--- src/rtl/apb_pkg.sv ---
// apb_pkg: shared APB completer types and constants
package apb_pkg;
  localparam int APB_ADDR_W = 4;
  localparam int APB_DATA_W = 8;
  localparam logic [APB_ADDR_W-1:0] APB_STATUS_ADDR = 4'hF;
  typedef enum logic {APB_IDLE, APB_ACCESS} apb_state_t;
endpackage

--- src/rtl/apb_wait_counter.sv ---
// apb_wait_counter: loadable down-counter with zero flag for APB wait states
module apb_wait_counter #(
  parameter int W = 4
) (
  input  logic         clk,
  input  logic         rst_n,
  input  logic         load,
  input  logic         dec,
  input  logic [W-1:0] load_val,
  output logic [W-1:0] cnt,
  output logic         zero
);
  assign zero = cnt == '0;
  always_ff @(posedge clk or negedge rst_n)
    if (!rst_n) cnt <= '0;
    else if (load) cnt <= load_val;
    else if (dec && !zero) cnt <= cnt - 1'b1;
endmodule

--- src/rtl/apb_slave_regfile.sv ---
// apb_slave_regfile: APB3 completer, 16x8 register file with programmable wait states.
// Define APB_SLV_PSLVERR_EN to make 4'hF a read-only write-count status register with Pslverr.
module apb_slave_regfile import apb_pkg::*; #(
  parameter int              WAIT_CYCLES = 2,
  parameter logic [APB_DATA_W-1:0] RESET_VAL = 8'h00
) (
  input  logic                  Clk,
  input  logic                  Reset,
  input  logic                  Psel,
  input  logic                  Penable,
  input  logic                  Pwrite,
  input  logic [APB_ADDR_W-1:0] Paddr,
  input  logic [APB_DATA_W-1:0] Pwdata,
  output logic [APB_DATA_W-1:0] Prdata,
  output logic                  Pready,
  output logic                  Pslverr
);
  apb_state_t state, nxt;
  logic [APB_DATA_W-1:0] mem [16];
  logic [APB_DATA_W-1:0] rd_val;
  logic [3:0] cnt;
  logic setup, done, zero, wr;
  assign setup  = state == APB_IDLE && Psel && !Penable;
  assign Pready = state == APB_ACCESS && zero;
  assign done   = Psel && Penable && Pready;
  apb_wait_counter #(.W(4)) u_cnt (
    .clk(Clk), .rst_n(Reset), .load(setup),
    .dec(state == APB_ACCESS && Psel && Penable),
    .load_val(4'(WAIT_CYCLES)), .cnt(cnt), .zero(zero)
  );
  always_comb nxt = setup ? APB_ACCESS :
                    (state == APB_ACCESS && (!Psel || done)) ? APB_IDLE : state;
  always_ff @(posedge Clk or negedge Reset)
    if (!Reset) state <= APB_IDLE;
    else state <= nxt;
`ifdef APB_SLV_PSLVERR_EN
  logic [APB_DATA_W-1:0] wcount;
  logic err;
  assign wr      = done && Pwrite && Paddr != APB_STATUS_ADDR;
  assign rd_val  = Paddr == APB_STATUS_ADDR ? wcount : mem[Paddr];
  assign Pslverr = Pready && err;
  always_ff @(posedge Clk or negedge Reset)
    if (!Reset) begin
      wcount <= '0;
      err    <= 1'b0;
    end else begin
      if (wr) wcount <= wcount + 1'b1;
      if (setup) err <= Pwrite && Paddr == APB_STATUS_ADDR;
    end
`else
  assign wr      = done && Pwrite;
  assign rd_val  = mem[Paddr];
  assign Pslverr = 1'b0;
`endif
  // Prdata is captured at setup, so a write never disturbs its own transfer's read data
  always_ff @(posedge Clk or negedge Reset)
    if (!Reset) Prdata <= '0;
    else if (setup) Prdata <= rd_val;
  always_ff @(posedge Clk or negedge Reset)
    if (!Reset) for (int i = 0; i < 16; i++) mem[i] <= RESET_VAL;
    else if (wr) mem[Paddr] <= Pwdata;
endmodule

--- config.mk ---
export PLATFORM = sky130hd
export DESIGN_NAME = apb_slave_regfile
export DESIGN_NICKNAME = d
export VERILOG_FILES = /design/src/rtl/apb_pkg.sv /design/src/rtl/apb_wait_counter.sv /design/src/rtl/apb_slave_regfile.sv
export SDC_FILE = /design/constraint.sdc
export NUM_CORES = 1
export LEC_CHECK = 0
export ABC_CLOCK_PERIOD_IN_PS = 2100
export BUFFER_PORTS_ARGS = -buffer_cell sky130_fd_sc_hd__buf_4
export CAP_MARGIN = 15
export CORE_UTILIZATION = 55
export CTS_CLUSTER_DIAMETER = 30
export DETAILED_ROUTE_END_ITERATION = 16
export GPL_TIMING_DRIVEN = 0
export PLACE_DENSITY_LB_ADDON = 0.15
export SLEW_MARGIN = 20
export SYNTH_ARGS = -nofsm -noshare
export SYNTH_HDL_FRONTEND = slang
export SYNTH_SLANG_ARGS = --single-unit
--- constraint.sdc ---
create_clock -name Clk -period 2.1 [get_ports Clk]
set_input_delay 0.21 -clock Clk [delete_from_list [all_inputs] [get_ports Clk]]
set_output_delay 0.21 -clock Clk [all_outputs]
set_load 0.05 [all_outputs]
==> flow_summary.ini, run 1 <==
[run_status]
outcome = finished clean

[timing]
clock.fmax_ghz = 0.482
final.period_utilization_pct = 98.8
report.final.slew_viol_count = 0
whs_ns = 0.0722
skew_ns = 0.00633
min_period_ns = 2.07
tightest_slew_ns = 0.775
slew_headroom_pct = 48.3
rsz0062_at_grt = yes
setup_violations = 0
timing.final.ws_setup_ns = 0.0256
hold_viol = 0

[floorplanning]
die_x_um = 113
coreArea_um2 = 12000
dieArea_um2 = 12800
die_h_um = 113
ioPinCount = 27
fp-row-count = 40
start_util_pct = 56.4

[synth]
yosysWarnings = 0
syn_area_per_cell_um2 = 14.2
synth_seq_area_share_pct = 52.1
synth_ff_type = dfrtp_1
syn_nets = 495
synth_top_area_share_pct = 52.1
synth_edf_count = 0
synth_area_leaders = dfrtp_1 (52%), mux2_2 (13%), mux2_4 (8.9%)
ys_ff_latch = 141
async_flop_share_pct = 100
syn-instance-count = 477
syn-cell-area_um2 = 6780
synth_top_cell_by_area = dfrtp_1
synth_most_common_cell = dfrtp_1
yosysUniqueCellTypes = 48
synthTopCellsByCount = dfrtp_1 (141), mux2_2 (80), mux2i_1 (48)

[final_layout]
final_nets = 552
stdcell_area_um2 = 8100
drive_gt1_share_pct = 44.8
syn_to_final_growth_pct = 19.6
diodes = 0
nFillCells = 859

[detailed_routing]
via_count = 4245
wirelength_mm = 16.2
drt-pass1-iter-count = 4
viasPerCell = 6.12
routedWlPerCell_um = 23.3
ant_nets = 0
drtIter0Drc = 257
drc = 0

[flow_run]
maxCapViolations = 0

[setup_path]
path_class = reg -> reg
start_kind = register
r2r_end = mem[95]$_DFFE_PN0P_
worstPathRequired_ns = 2.41
cp.arrival_ns = 2.38
r2r_slack_ns = 0.03
rr_worst_depth = 8
cp-end-kind = register
critical_path.max_fanout = 8
timing.rr.start = u_cnt.cnt[0]$_DFFE_PN0P_

[placed_design]
portBuffers = 25
gp_congestion = 0.790
pre_cts_ws_ns = -0.438
postPlaceCellArea_um2 = 7180
hpwl_mm = 10.5

[clock_network]
cts_inserted_buffers = 17
clock_sinks = 141
htreeDepth = 4
cts_root_buf = clkbuf_16
clockBufferDepth = 2
cts_tree = yes
clk_pin_slew_ns = 0.06
clock_latency_ns = 0.43

[power_and_ir_drop]
total_power_mw = 7.24
powerDensity_nw_per_um2 = 893
vdd_drop_max_uv = 592
leakage_nw = 3.98

[worst_hold_path]
min-delay-path-class = in -> reg
whs_path_depth = 2
hp-start = Psel
whs_endpoint = state$_DFFE_PN0P_

[global_route]
grt_pass1_wl_mm = 26.1
grt_overflow = 0
grt_pass1_vias = 4540
grt_antenna_before_repair = 0
grt_max_degree = 104
track_usage_pct = 27.9
## worst max path at each step
stage,from,to,slack [ns],depth (start not counted)
after floorplan,u_cnt.cnt[0]$_DFFE_PN0P_,mem[0]$_DFFE_PN0P_,0.02,6
final,u_cnt.cnt[0]$_DFFE_PN0P_,mem[95]$_DFFE_PN0P_,0.03,8
after global routing,u_cnt.cnt[0]$_DFFE_PN0P_,mem[95]$_DFFE_PN0P_,-0.03,8
after CTS,u_cnt.cnt[0]$_DFFE_PN0P_,Pready,0.008,7
after global placement,u_cnt.cnt[0]$_DFFE_PN0P_,mem[3]$_DFFE_PN0P_,-0.36,6
after detailed placement,u_cnt.cnt[0]$_DFFE_PN0P_,mem[3]$_DFFE_PN0P_,-0.44,6
## metrics by stage
stage          utilization, %  instances  setup TNS, ns
2_1_floorplan               -        477              0
3_3_place_gp             59.5        649         -29.84
3_5_place_dp             59.8        650         -36.82
4_1_cts                  67.2        693              0
5_1_grt                  67.5        694         -0.150
6_report                 67.5        694              0
## power breakdown
part / internal [mW] / switching, mW
sequential: 2.83 / 0.0738
combinational: 0.309 / 0.484
clock: 2.40 / 1.14
## per-layer routing
metal	part of all wire (%)	global-route usage (%)	vias up
met2	47	42.8	117
met1	46	39.7	2240
li1	-	-	1865
met3	5.4	5.57	23
met5	0	0	-
met4	1.7	10.6	0
## state kept, by name, summed over array words and instances (netlist names)
signal     flops
mem          128
Prdata         8
u_cnt.cnt      4
state          1
## cells by family (layout without fill, tap and decap cells)
| family | count (synthesis) | after routing | synth area share, % |
|---|---|---|---|
| compound gates | 46 | 46 | 4.45 |
| fa+ha+maj | 1 | 1 | 0.185 |
| buf+inv | 31 | 101 | 2.53 |
| flops | 141 | 141 | 52.1 |
| mux | 184 | 184 | 33.2 |
| other cells | 1 | 1 | 0.0553 |
| simple gates | 73 | 73 | 7.46 |
## worst max-delay path: stages (launching register included)
cell      delay [ns]
dfrtp_1         0.40
inv_2           0.09
ha_4            0.13
nor3b_4         0.21
buf_12          0.16
nand4b_4        0.18
or2_1           0.31
buf_6           0.17
mux2_4          0.30
## cells in the final DEF, fill, tap and decap left out, drive strengths merged, types with 2 or more instances in the layout
master   synthesis  layout
dfrtp          141     141
mux2           128     128
buf             21      58
mux2i           48      48
clkbuf           6      26
nor2            19      19
o22ai           13      13
nand2           12      12
nor3            12      12
a21oi           11      11
nand3            9       9
mux4             8       8
o21ai            7       7
bufinv           0       7
clkinv           1       6
a2bb2oi          4       4
o32ai            4       4
nand3b           4       4
a221oi           4       4
or2              3       3
inv              3       3
or3b             2       2
nand4b           2       2
nor3b            2       2
and2             2       2
or3              2       2
## cell type report
type | count | area (um2) | share of cell area, %
Sequential cell | 141 | 3530 | 43.5
Timing Repair Buffer | 38 | 389 | 4.80
Inverter | 4 | 15.0 | 0.185
Buffer | 27 | 156 | 1.93
Tap cell | 147 | 184 | 2.27
Clock buffer | 20 | 457 | 5.64
Multi-Input combinational cell | 305 | 3130 | 38.7
Clock inverter | 12 | 239 | 2.95
## repair_timing
action,4_1_cts,5_1_grt
setup endpoints to repair,129,74
resized for setup,11,4
gates cloned,0,0
buffers inserted,10,1
hold buffers,1,0
pin swaps,6,4
endpoints found under the hold margin,38,0
(Power assumes the default switching activity.)
==> run 2, diff against run 1 <==
==> constraint.sdc (replaced) <==
create_clock -name Clk -period 2.1 [get_ports Clk]
set_input_delay 0.315 -clock Clk [delete_from_list [all_inputs] [get_ports Clk]]
set_output_delay 0.315 -clock Clk [all_outputs]
set_load 0.05 [all_outputs]
==> run 2 against run 1 <==
The flow now finishes with violations (setup timing). Combinational power increased by 4.0%. Non-clock buffer count grew 17. Fmax shrank 7.1%. First-iteration DRC count rose by 32%. Count of clock-buffer cells in the layout stayed put. Critical endpoint is now mem[25]$_DFFE_PN0P_. Via count rose by 5.3%. Register-to-register slack lost 0.16 ns. Critical path depth down 1. Final cell count is 2.4% higher.
==> flow_summary.ini, run 2 (synthesized netlist as in run 1, its figures left out) <==
[clock_network]
cts_root_buf = clkbuf_16
clockBufferDepth = 2
clock_latency_ns = 0.42
htreeDepth = 4
cts_tree = yes
clock_sinks = 141
cts_inserted_buffers = 17
clk_pin_slew_ns = 0.06

[detailed_routing]
ant_nets = 0
drtIter0Drc = 340
routedWlPerCell_um = 24.9
wirelength_mm = 17.7
viasPerCell = 6.29
drc = 0
via_count = 4471
drt-pass1-iter-count = 5

[global_route]
use_met3_pct = 6.27
grt_antenna_before_repair = 0
grt_pass1_wl_mm = 27.4
grtUsageMet1_pct = 41.2
top_usage_layer = met2
grt_overflow = 0
grt_max_degree = 104
track_usage_pct = 29.2
met2_usage_pct = 44.8
grt_pass1_vias = 4691

[setup_path]
path_cells = inv_2 > ha_4 > nor3b_4 > nand2_4 > nor3_4 > buf_6 > mux2_4
cp_num_buf_inv = 2
cp-end-kind = register
crit_family = simple AND/OR/NAND/NOR gates
r2r_slack_ns = -0.13
timing.rr.start = u_cnt.cnt[1]$_DFFE_PN0P_
cp.arrival_ns = 2.54
rr_worst_depth = 7
critical_path.slowest_cell = nor3b_4
worstPathRequired_ns = 2.41
crit_path_max_incr_delay_ns = 0.49
critical_path_depth = 7
path_class = reg -> reg
start_kind = register
r2r_end = mem[25]$_DFFE_PN0P_
critical_path.max_fanout = 6

[floorplanning]
start_util_pct = 56.4
die_x_um = 113
die_h_um = 113
fp-row-count = 40
dieArea_um2 = 12800
ioPinCount = 27
coreArea_um2 = 12000

[timing]
skew_ns = 0.00566
clock.fmax_ghz = 0.448
min_period_ns = 2.23
tightest_slew_ns = 0.776
hold_viol = 0
setup_violations = 128
rsz0062_at_grt = yes
report.final.slew_viol_count = 0
timing.final.ws_setup_ns = -0.134
slew_headroom_pct = 48.2
final.period_utilization_pct = 106

[final_layout]
drive_gt1_share_pct = 47.9
largestRegisters = mem x128, Prdata x8, u_cnt.cnt x4
syn_to_final_growth_pct = 28.2
final_cell_mix = dfrtp_1 (141), mux2_4 (128), mux2i_1 (48)
final_nets = 569
diodes = 0
top_register = mem
largest_reg_flops = 128
fin_cells = 711
final_core_util_pct = 72.3
layout_commonest_cell = dfrtp_1

[run_status]
outcome = finished, violations left
violations = setup timing

[flow_run]
maxCapViolations = 0

[power_and_ir_drop]
leakage_nw = 4.21
vdd_drop_max_uv = 606
powerDensity_nw_per_um2 = 836
total_power_mw = 7.26

[worst_hold_path]
min-delay-path-class = in -> reg
whs_path_depth = 2
hp-start = Psel
whs_endpoint = state$_DFFE_PN0P_

[placed_design]
portBuffers = 25
dp_cells = 650
gp_congestion = 0.790
hpwl_mm = 10.5
run 2: report_power, final:
group          leakage [nW]  internal (mW)  switching [mW]
combinational          1.92          0.329           0.496
clock                 0.344           2.40            1.12
sequential             1.94           2.83          0.0774
total                  4.21           5.56            1.70
run 2: area by class of cell:
type / instances / area [um2]
Sequential cell: 141 / 3530
Multi-Input combinational cell: 305 / 3470
Fill cell: 759 / 3330
Timing Repair Buffer: 55 / 633
Clock buffer: 20 / 457
Clock inverter: 12 / 239
Tap cell: 147 / 184
Buffer: 27 / 163
Inverter: 4 / 15.0
run 2: what timing repair did:
action                                  4_1_cts  5_1_grt
endpoints found under the setup margin      129      129
hold endpoints to repair                     38        0
pin swaps                                    17       11
resized for setup                            62       56
hold buffers                                  1        0
setup buffers                                26        2
run 2: worst max path at each step:
| stage | startpoint | to |
|---|---|---|
| floorplan | u_cnt.cnt[0]$_DFFE_PN0P_ | mem[0]$_DFFE_PN0P_ |
| finish | u_cnt.cnt[1]$_DFFE_PN0P_ | mem[25]$_DFFE_PN0P_ |
| CTS | u_cnt.cnt[1]$_DFFE_PN0P_ | Pready |
| global placement | u_cnt.cnt[0]$_DFFE_PN0P_ | mem[3]$_DFFE_PN0P_ |
| global route | u_cnt.cnt[1]$_DFFE_PN0P_ | mem[26]$_DFFE_PN0P_ |
| detailed placement | u_cnt.cnt[0]$_DFFE_PN0P_ | mem[3]$_DFFE_PN0P_ |
run 2: per-stage QoR:
stage	hold slack [ns]	TNS, ns	setup slack, ns	instance area [um2]
after global placement	0.470	-30.19	-0.359	7150
final	0.180	-6.88	-0.134	8680
after CTS	0.162	-1.18	-0.130	8440
after floorplan	0.0194	0	0.0191	6780
after detailed placement	0.219	-37.13	-0.438	7180
after global routing	0.181	-15.65	-0.186	8680
run 2: worst reg2reg max path: stages, from the launching register on:
cell and delay, ns:
dfrtp_1 0.40, inv_2 0.08, ha_4 0.13, nor3b_4 0.49
nand2_4 0.23, nor3_4 0.30, buf_6 0.19, mux2_4 0.31
run 2: layer usage:
metal | up-vias | part of all wire [%]
li1 | 1911 | -
met1 | 2357 | 45
met2 | 174 | 47
met3 | 29 | 6.3
met4 | 0 | 2.1
met5 | - | 0
